File: config.mk
export PLATFORM = sky130hd
export DESIGN_NAME = xif_coproc_tracker
export DESIGN_NICKNAME = d
export VERILOG_FILES = /design/src/rtl/xif_coproc_tracker_pkg.sv /design/src/rtl/xif_coproc_tracker_stats.sv /design/src/rtl/xif_coproc_tracker.sv
export SDC_FILE = /design/constraint.sdc
export NUM_CORES = 1
export LEC_CHECK = 0
export BUFFER_PORTS_ARGS = -buffer_cell sky130_fd_sc_hd__buf_2
export CORE_UTILIZATION = 50
export CTS_CLUSTER_SIZE = 40
export DETAILED_ROUTE_END_ITERATION = 16
export PLACE_DENSITY = 0.7
export SYNTH_ARGS = -nofsm -noshare
export SYNTH_HDL_FRONTEND = slang
export SYNTH_HIERARCHICAL = 1
export SYNTH_SLANG_ARGS = --single-unit
File: constraint.sdc
create_clock -name clk_i -period 9.1 [get_ports clk_i]
set_input_delay 0.91 -clock clk_i [delete_from_list [all_inputs] [get_ports clk_i]]
set_output_delay 0.91 -clock clk_i [all_outputs]
set_load 0.03 [all_outputs]
File: src/rtl/xif_coproc_tracker_pkg.sv
// Shared types for the XIF coprocessor tracker: entry lifecycle states, the
// buffered entry record and the default instruction-match constants.
package xif_coproc_tracker_pkg;

  localparam logic [6:0] DEF_OPCODE = 7'b1110111;
  localparam logic [2:0] DEF_FUNC3  = 3'b000;

  // Entry field widths; the tracker parameters must not exceed these.
  localparam int unsigned ENT_WIDTH     = 32;
  localparam int unsigned ENT_IMM_WIDTH = 12;
  localparam int unsigned ENT_ID_WIDTH  = 4;

  typedef enum logic [2:0] {
    FREE       = 3'd0,
    ISSUED     = 3'd1,
    COMMITTED  = 3'd2,
    DISPATCHED = 3'd3,
    DONE       = 3'd4,
    KILLED     = 3'd5
  } entry_state_e;

  typedef struct packed {
    entry_state_e             state;
    logic [ENT_ID_WIDTH-1:0]  id;
    logic [4:0]               rd;
    logic [ENT_WIDTH-1:0]     rs1;
    logic [ENT_IMM_WIDTH-1:0] imm;
    logic [ENT_WIDTH-1:0]     result;
  } entry_t;

  localparam entry_t ENTRY_RESET = '{
    state:  FREE,
    id:     {ENT_ID_WIDTH{1'b0}},
    rd:     5'd0,
    rs1:    {ENT_WIDTH{1'b0}},
    imm:    {ENT_IMM_WIDTH{1'b0}},
    result: {ENT_WIDTH{1'b0}}
  };

  function automatic logic [31:0] sat_inc32(input logic [31:0] value);
    return (value == 32'hFFFF_FFFF) ? value : value + 32'd1;
  endfunction

endpackage

File: src/rtl/xif_coproc_tracker_stats.sv
// Saturating event counters for issued, killed and retired instructions.
// Only instantiated when XIF_COPROC_TRACKER_STATS_EN is defined.
module xif_coproc_tracker_stats
  import xif_coproc_tracker_pkg::*;
(
  input  logic        clk_i,
  input  logic        rst_i,
  input  logic        issued_evt,
  input  logic        killed_evt,
  input  logic        retired_evt,
  output logic [31:0] issued_cnt,
  output logic [31:0] killed_cnt,
  output logic [31:0] retired_cnt
);

  // Counters stick at all-ones rather than wrapping.
  always_ff @(posedge clk_i) begin
    if (rst_i) begin
      issued_cnt  <= 32'd0;
      killed_cnt  <= 32'd0;
      retired_cnt <= 32'd0;
    end else begin
      issued_cnt  <= issued_evt  ? sat_inc32(issued_cnt)  : issued_cnt;
      killed_cnt  <= killed_evt  ? sat_inc32(killed_cnt)  : killed_cnt;
      retired_cnt <= retired_evt ? sat_inc32(retired_cnt) : retired_cnt;
    end
  end

endmodule

File: src/rtl/xif_coproc_tracker.sv
// In-order XIF front end for single-operand immediate accelerators.
// Optional statistics counters: define XIF_COPROC_TRACKER_STATS_EN.
module xif_coproc_tracker
  import xif_coproc_tracker_pkg::*;
#(
  parameter int unsigned WIDTH     = 32,
  parameter int unsigned IMM_WIDTH = 12,
  parameter int unsigned ID_WIDTH  = 4,
  parameter int unsigned DEPTH     = 4,
  parameter logic [6:0]  OPCODE    = DEF_OPCODE,
  parameter logic [2:0]  FUNC3     = DEF_FUNC3
) (
  input  logic                 clk_i,
  input  logic                 rst_i,
  input  logic                 issue_valid_i,
  output logic                 issue_ready_o,
  input  logic [31:0]          issue_instr_i,
  input  logic [ID_WIDTH-1:0]  issue_id_i,
  input  logic [WIDTH-1:0]     issue_rs1_i,
  input  logic                 issue_rs1_valid_i,
  output logic                 issue_accept_o,
  output logic                 issue_writeback_o,
  input  logic                 commit_valid_i,
  input  logic [ID_WIDTH-1:0]  commit_id_i,
  input  logic                 commit_kill_i,
  output logic                 acc_valid_o,
  input  logic                 acc_ready_i,
  output logic [WIDTH-1:0]     acc_rs1_o,
  output logic [IMM_WIDTH-1:0] acc_imm_o,
  input  logic                 acc_valid_i,
  output logic                 acc_ready_o,
  input  logic [WIDTH-1:0]     acc_result_i,
  output logic                 result_valid_o,
  input  logic                 result_ready_i,
  output logic [ID_WIDTH-1:0]  result_id_o,
  output logic [4:0]           result_rd_o,
  output logic                 result_we_o,
  output logic [WIDTH-1:0]     result_data_o
`ifdef XIF_COPROC_TRACKER_STATS_EN
  ,
  output logic [31:0]          issued_cnt_o,
  output logic [31:0]          killed_cnt_o,
  output logic [31:0]          retired_cnt_o
`endif
);

  localparam int unsigned PTR_W = $clog2(DEPTH);
  localparam int unsigned CNT_W = PTR_W + 1;
  localparam logic [PTR_W-1:0] PTR_ONE = PTR_W'(1'b1);

  entry_t           ent_r [DEPTH];
  logic [PTR_W-1:0] tail_r;
  logic [PTR_W-1:0] head_r;
  logic [PTR_W-1:0] disp_r;
  logic [CNT_W-1:0] count_r;
  // Entries between head and the dispatch pointer, so a killed head entry
  // is only freed once dispatch has walked past it.
  logic [CNT_W-1:0] passed_r;

  logic             match_s;
  logic             full_s;
  logic             issue_fire_s;
  logic             commit_byp_s;
  logic             disp_ok_s;
  logic             disp_fire_s;
  logic             disp_adv_s;
  logic             head_free_s;
  logic             res_hit_s;
  logic             res_fire_s;
  logic [PTR_W-1:0] res_idx_s;
  entry_t           disp_ent_s;
  entry_t           head_ent_s;
  logic             unused_instr_s;

  assign unused_instr_s = ^issue_instr_i[31-IMM_WIDTH:15];
  assign acc_ready_o    = 1'b1;

  // Issue decode, pointer-side status and handshake qualifiers.
  always_comb begin
    match_s           = (issue_instr_i[6:0] == OPCODE) && (issue_instr_i[14:12] == FUNC3);
    full_s            = (count_r == CNT_W'(DEPTH));
    issue_ready_o     = !full_s && (!match_s || issue_rs1_valid_i);
    issue_accept_o    = match_s;
    issue_writeback_o = match_s;
    issue_fire_s      = issue_valid_i && issue_ready_o && match_s;
    commit_byp_s      = issue_fire_s && commit_valid_i && (commit_id_i == issue_id_i);

    disp_ent_s  = ent_r[disp_r];
    head_ent_s  = ent_r[head_r];
    disp_ok_s   = (passed_r != count_r);
    acc_valid_o = disp_ok_s && (disp_ent_s.state == COMMITTED);
    disp_fire_s = acc_valid_o && acc_ready_i;
    disp_adv_s  = disp_fire_s || (disp_ok_s && (disp_ent_s.state == KILLED));

    result_valid_o = (head_ent_s.state == DONE);
    result_we_o    = result_valid_o;
    head_free_s    = (result_valid_o && result_ready_i) ||
                     ((head_ent_s.state == KILLED) && (passed_r != CNT_W'(1'b0)));

    acc_rs1_o     = acc_valid_o ? WIDTH'(disp_ent_s.rs1) : {WIDTH{1'b0}};
    acc_imm_o     = acc_valid_o ? IMM_WIDTH'(disp_ent_s.imm) : {IMM_WIDTH{1'b0}};
    result_id_o   = result_valid_o ? ID_WIDTH'(head_ent_s.id) : {ID_WIDTH{1'b0}};
    result_rd_o   = result_valid_o ? head_ent_s.rd : 5'd0;
    result_data_o = result_valid_o ? WIDTH'(head_ent_s.result) : {WIDTH{1'b0}};

    // Results come back in dispatch order, i.e. to the oldest DISPATCHED entry.
    res_hit_s = 1'b0;
    res_idx_s = head_r;
    for (int i = 0; i < DEPTH; i++) begin
      if (!res_hit_s && (ent_r[head_r + PTR_W'(i)].state == DISPATCHED)) begin
        res_hit_s = 1'b1;
        res_idx_s = head_r + PTR_W'(i);
      end else begin
        res_hit_s = res_hit_s;
      end
    end
    res_fire_s = acc_valid_i && res_hit_s;
  end

  // Entry lifecycle, ring pointers and occupancy.
  always_ff @(posedge clk_i) begin
    if (rst_i) begin
      for (int i = 0; i < DEPTH; i++) begin
        ent_r[i] <= ENTRY_RESET;
      end
      tail_r   <= {PTR_W{1'b0}};
      head_r   <= {PTR_W{1'b0}};
      disp_r   <= {PTR_W{1'b0}};
      count_r  <= {CNT_W{1'b0}};
      passed_r <= {CNT_W{1'b0}};
    end else begin
      for (int i = 0; i < DEPTH; i++) begin
        if (commit_valid_i && (ent_r[i].state == ISSUED) &&
            (ent_r[i].id == ENT_ID_WIDTH'(commit_id_i))) begin
          ent_r[i].state <= commit_kill_i ? KILLED : COMMITTED;
        end
      end
      if (issue_fire_s) begin
        ent_r[tail_r].state  <= commit_byp_s ? (commit_kill_i ? KILLED : COMMITTED) : ISSUED;
        ent_r[tail_r].id     <= ENT_ID_WIDTH'(issue_id_i);
        ent_r[tail_r].rd     <= issue_instr_i[11:7];
        ent_r[tail_r].rs1    <= ENT_WIDTH'(issue_rs1_i);
        ent_r[tail_r].imm    <= ENT_IMM_WIDTH'(issue_instr_i[31 -: IMM_WIDTH]);
        ent_r[tail_r].result <= {ENT_WIDTH{1'b0}};
        tail_r               <= tail_r + PTR_ONE;
      end
      if (disp_fire_s) begin
        ent_r[disp_r].state <= DISPATCHED;
      end
      if (disp_adv_s) begin
        disp_r <= disp_r + PTR_ONE;
      end
      if (res_fire_s) begin
        ent_r[res_idx_s].state  <= DONE;
        ent_r[res_idx_s].result <= ENT_WIDTH'(acc_result_i);
      end
      if (head_free_s) begin
        ent_r[head_r].state <= FREE;
        head_r              <= head_r + PTR_ONE;
      end
      count_r  <= count_r + CNT_W'(issue_fire_s) - CNT_W'(head_free_s);
      passed_r <= passed_r + CNT_W'(disp_adv_s) - CNT_W'(head_free_s);
    end
  end

`ifdef XIF_COPROC_TRACKER_STATS_EN
  logic kill_evt_s;

  // A kill counts once, whether it hits a buffered entry or the one being issued.
  always_comb begin
    kill_evt_s = commit_byp_s && commit_kill_i;
    for (int i = 0; i < DEPTH; i++) begin
      if (commit_valid_i && commit_kill_i && (ent_r[i].state == ISSUED) &&
          (ent_r[i].id == ENT_ID_WIDTH'(commit_id_i))) begin
        kill_evt_s = 1'b1;
      end else begin
        kill_evt_s = kill_evt_s;
      end
    end
  end

  xif_coproc_tracker_stats u_stats (
    .clk_i       (clk_i),
    .rst_i       (rst_i),
    .issued_evt  (issue_fire_s),
    .killed_evt  (kill_evt_s),
    .retired_evt (result_valid_o && result_ready_i),
    .issued_cnt  (issued_cnt_o),
    .killed_cnt  (killed_cnt_o),
    .retired_cnt (retired_cnt_o)
  );
`endif

endmodule

==> results.md <==
* Status: finished clean
* Via count at 10,500
* Critical Path End Type: primary output
* Register area share after synthesis at 60.9%
* Most area-hungry cell type in the Yosys netlist: edfxtp_1
* Syn Std Cell Area at 17,700 µm²
* Max Buffers Root-to-Sink at 3
* Antenna Violating Nets Remaining at 0
* Antenna violations before repair at 11
* Die X at 190 µm
* Fin crit share at 52.2%
* Pre-Repair DR Iteration Count at 5
* Lkg Pwr at 7.83 nW
* Port Buffers at 198
* Post-DR vias/cell at 5.58
* Kind of critical path: register to primary output
* Critical path startpoint category: register
* Pin count of the biggest net entering global routing at 62
* Total core area at 34,600 µm²
* Setup Skew at 17.8 ps
* Power Total at 0.00356 W
* Clock sink count at 368
* Syn nets at 1,345
* Power density cells at 176 nW/µm²
* Routability congestion estimate at 0.843
* Vias in the first global route at 10,700
* Grt ovf at 0
* Max_slew headroom at 29.0%
* Synth area leaders: edfxtp_1 58%, mux4_2 12%, and2_1 10%
* Clk_lat worst skew at 530 ps
* Pin slew with the least headroom to its limit at 1070 ps
* DP HPWL at 22,400 µm
* Post-layout nets at 1,517
* Num CTS Buffers at 39
* Post-synth top area share at 57.8%
* Cell variety after synth at 70
* Total wire length at 39,600 µm
* DR iter-0 viols at 781
* Die area at 36,100 µm²
* Worst EP required at 8190 ps
* CTS Hold Bufs at 0
* Die Y at 190 µm
* FP Rows at 68
* EDFF count, synth at 340
* Async SR Flop Fraction at 0%
* First-pass GRT wire length at 60,600 µm
* Clk slew on worst S/H paths at 60 ps
* Mapped Cells at 1,214
* Multi-input gate area at 6440 µm²
* Peak VDD IR at 0.000134 V
* Starting Density at 51.0%
* RSZ-0062 raised after global routing: false
* Postcts setup bufs at 0
* CTS tree: done
* Data arrival, critical path at 3840 ps
* FF+latch count, synth at 368
* Max-Cap Viols at 0
* Root Driver: clkbuf_16
* DRC viols at 0
* Share of layout cells above drive strength 1 at 27.6%
* Setup TNS at 0 ps
* Max Fclk at 210 MHz
* WL/cell at 21.1 µm
* Syn Area/Cell at 14.6 µm²
* CP max FO at 47
* Area delta synth->final at 14.6%
* Cts repair resizes at 0
* Finish-stage setup viols at 0
* H-tree Lvls at 2
* # IOs at 205
* Minimum clock period at 4750 ps
* Final hold vios at 0
* Yosys warns at 6
* Reg area at 10,800 µm²
* Count of final max-slew check failures at 0
* Fillers at 2,717
* Hold crit path type: register to register
* Dominant synthesized flop cell: edfxtp_1
* GRT Resource Usage Total at 22.2%
[logic make-up after synthesis]
| kind of cell | share of synthesized area (%) |
|---|---|
| simple gates | 19.3 |
| flops | 60.9 |
| buf+inv | 2.65 |
| mux | 12.0 |
| compound gates | 2.32 |
| xor+xnor | 1.49 |
| fa+ha+maj | 1.36 |
| other cells | 0.0212 |
[power breakdown]
group | switching, W | internal (W) | total, W
combinational | 0.0000765 | 0.0000476 | 0.000124
sequential | 0.0000146 | 0.00189 | 0.00191
clock | 0.000653 | 0.000877 | 0.00153
total | 0.000744 | 0.00282 | 0.00356
[per-layer routing]
metal,track usage [%],vias up,wire [µm],share of wire (%)
li1,-,4795,-,-
met1,29.3,5244,16600,42
met2,37.6,347,19500,49
met3,3.71,80,2460,6.2
met4,7.01,8,1020,2.6
met5,0,-,56,0.14
[synth_stat cells, drive strengths merged, types with 3 or more instances]
cell     count
a211oi       3
and2       295
nand2       19
xnor2       19
nand3b      10
mux2         3
nor4         3
nand4b       7
nor2b       87
a2bb2oi      3
nand4        5
and3        56
nand2b       7
dfxtp       28
mux4        92
nor3         9
nor2        18
o21ai        8
ha          16
a31oi        3
xor2        11
buf         22
edfxtp     340
nand3        7
a21oi       12
nand4bb      4
clkbuf      64
inv         23
[sequential cells by signal, indices dropped and copies added (netlist names), named ones only]
name	count
count_r	3
tail_r	2
head_r	2
ent_r	352
disp_r	2
passed_r	3
[through the flow]
step | cell area [µm²] | setup WS, ps | util (%) | hold WS, ps | instances
after floorplan | 17700 | 5420 | - | 465 | 1214
after global placement | 19000 | 4810 | 54.9 | 487 | 1800
after detailed placement | 19000 | 4820 | 54.9 | 489 | 1800
after CTS | 20200 | 4260 | 58.4 | 499 | 1871
after global routing | 20200 | 4060 | 58.5 | 525 | 1875
final | 20300 | 4350 | 58.5 | 503 | 1877
[cell usage in the layout (no fill, tap or decap), types with 7 or more instances in the layout]
master       n
nand2b_1     7
and2_1     294
nor2_1      18
ha_1        16
buf_2      198
and3_1      55
nand3b_1     9
clkbuf_16   40
a21oi_1     11
inv_1       18
nor2b_1     87
edfxtp_1   340
dfxtp_1     24
nand2_1     19
nor3_1       7
nand3_1      7
xnor2_1     19
buf_4       19
mux4_2      92
xor2_1      11
nand4b_1     7
clkbuf_1    15
[worst paths after layout]
kind	slack [ps]	cells past startpoint	start	to
worst min-delay path	500	2	tail_r[1]	tail_r[1]
worst min register to register	500	2	tail_r[1]	tail_r[1]
worst max register to register	5270	12	register	passed_r[2]
worst max-delay path	4350	4	register	acc_rs1_o[21]
[worst max-delay path: stages (launching register included)]
cell and delay (ps):
dfxtp_4 1010, mux4_2 640, or4b_2 1110, nor2b_1 280, buf_2 230
[cell type report]
type / instances / share of cell area (%)
clock buffers: 55 / 5.22
repair buffers: 217 / 5.60
multi-input cells: 737 / 31.8
inverters: 23 / 0.426
clock inverters: 16 / 0.834
diodes: 6 / 0.0741
well taps: 455 / 2.81
flip-flops and latches: 368 / 53.2
(Power assumes the default switching activity.)
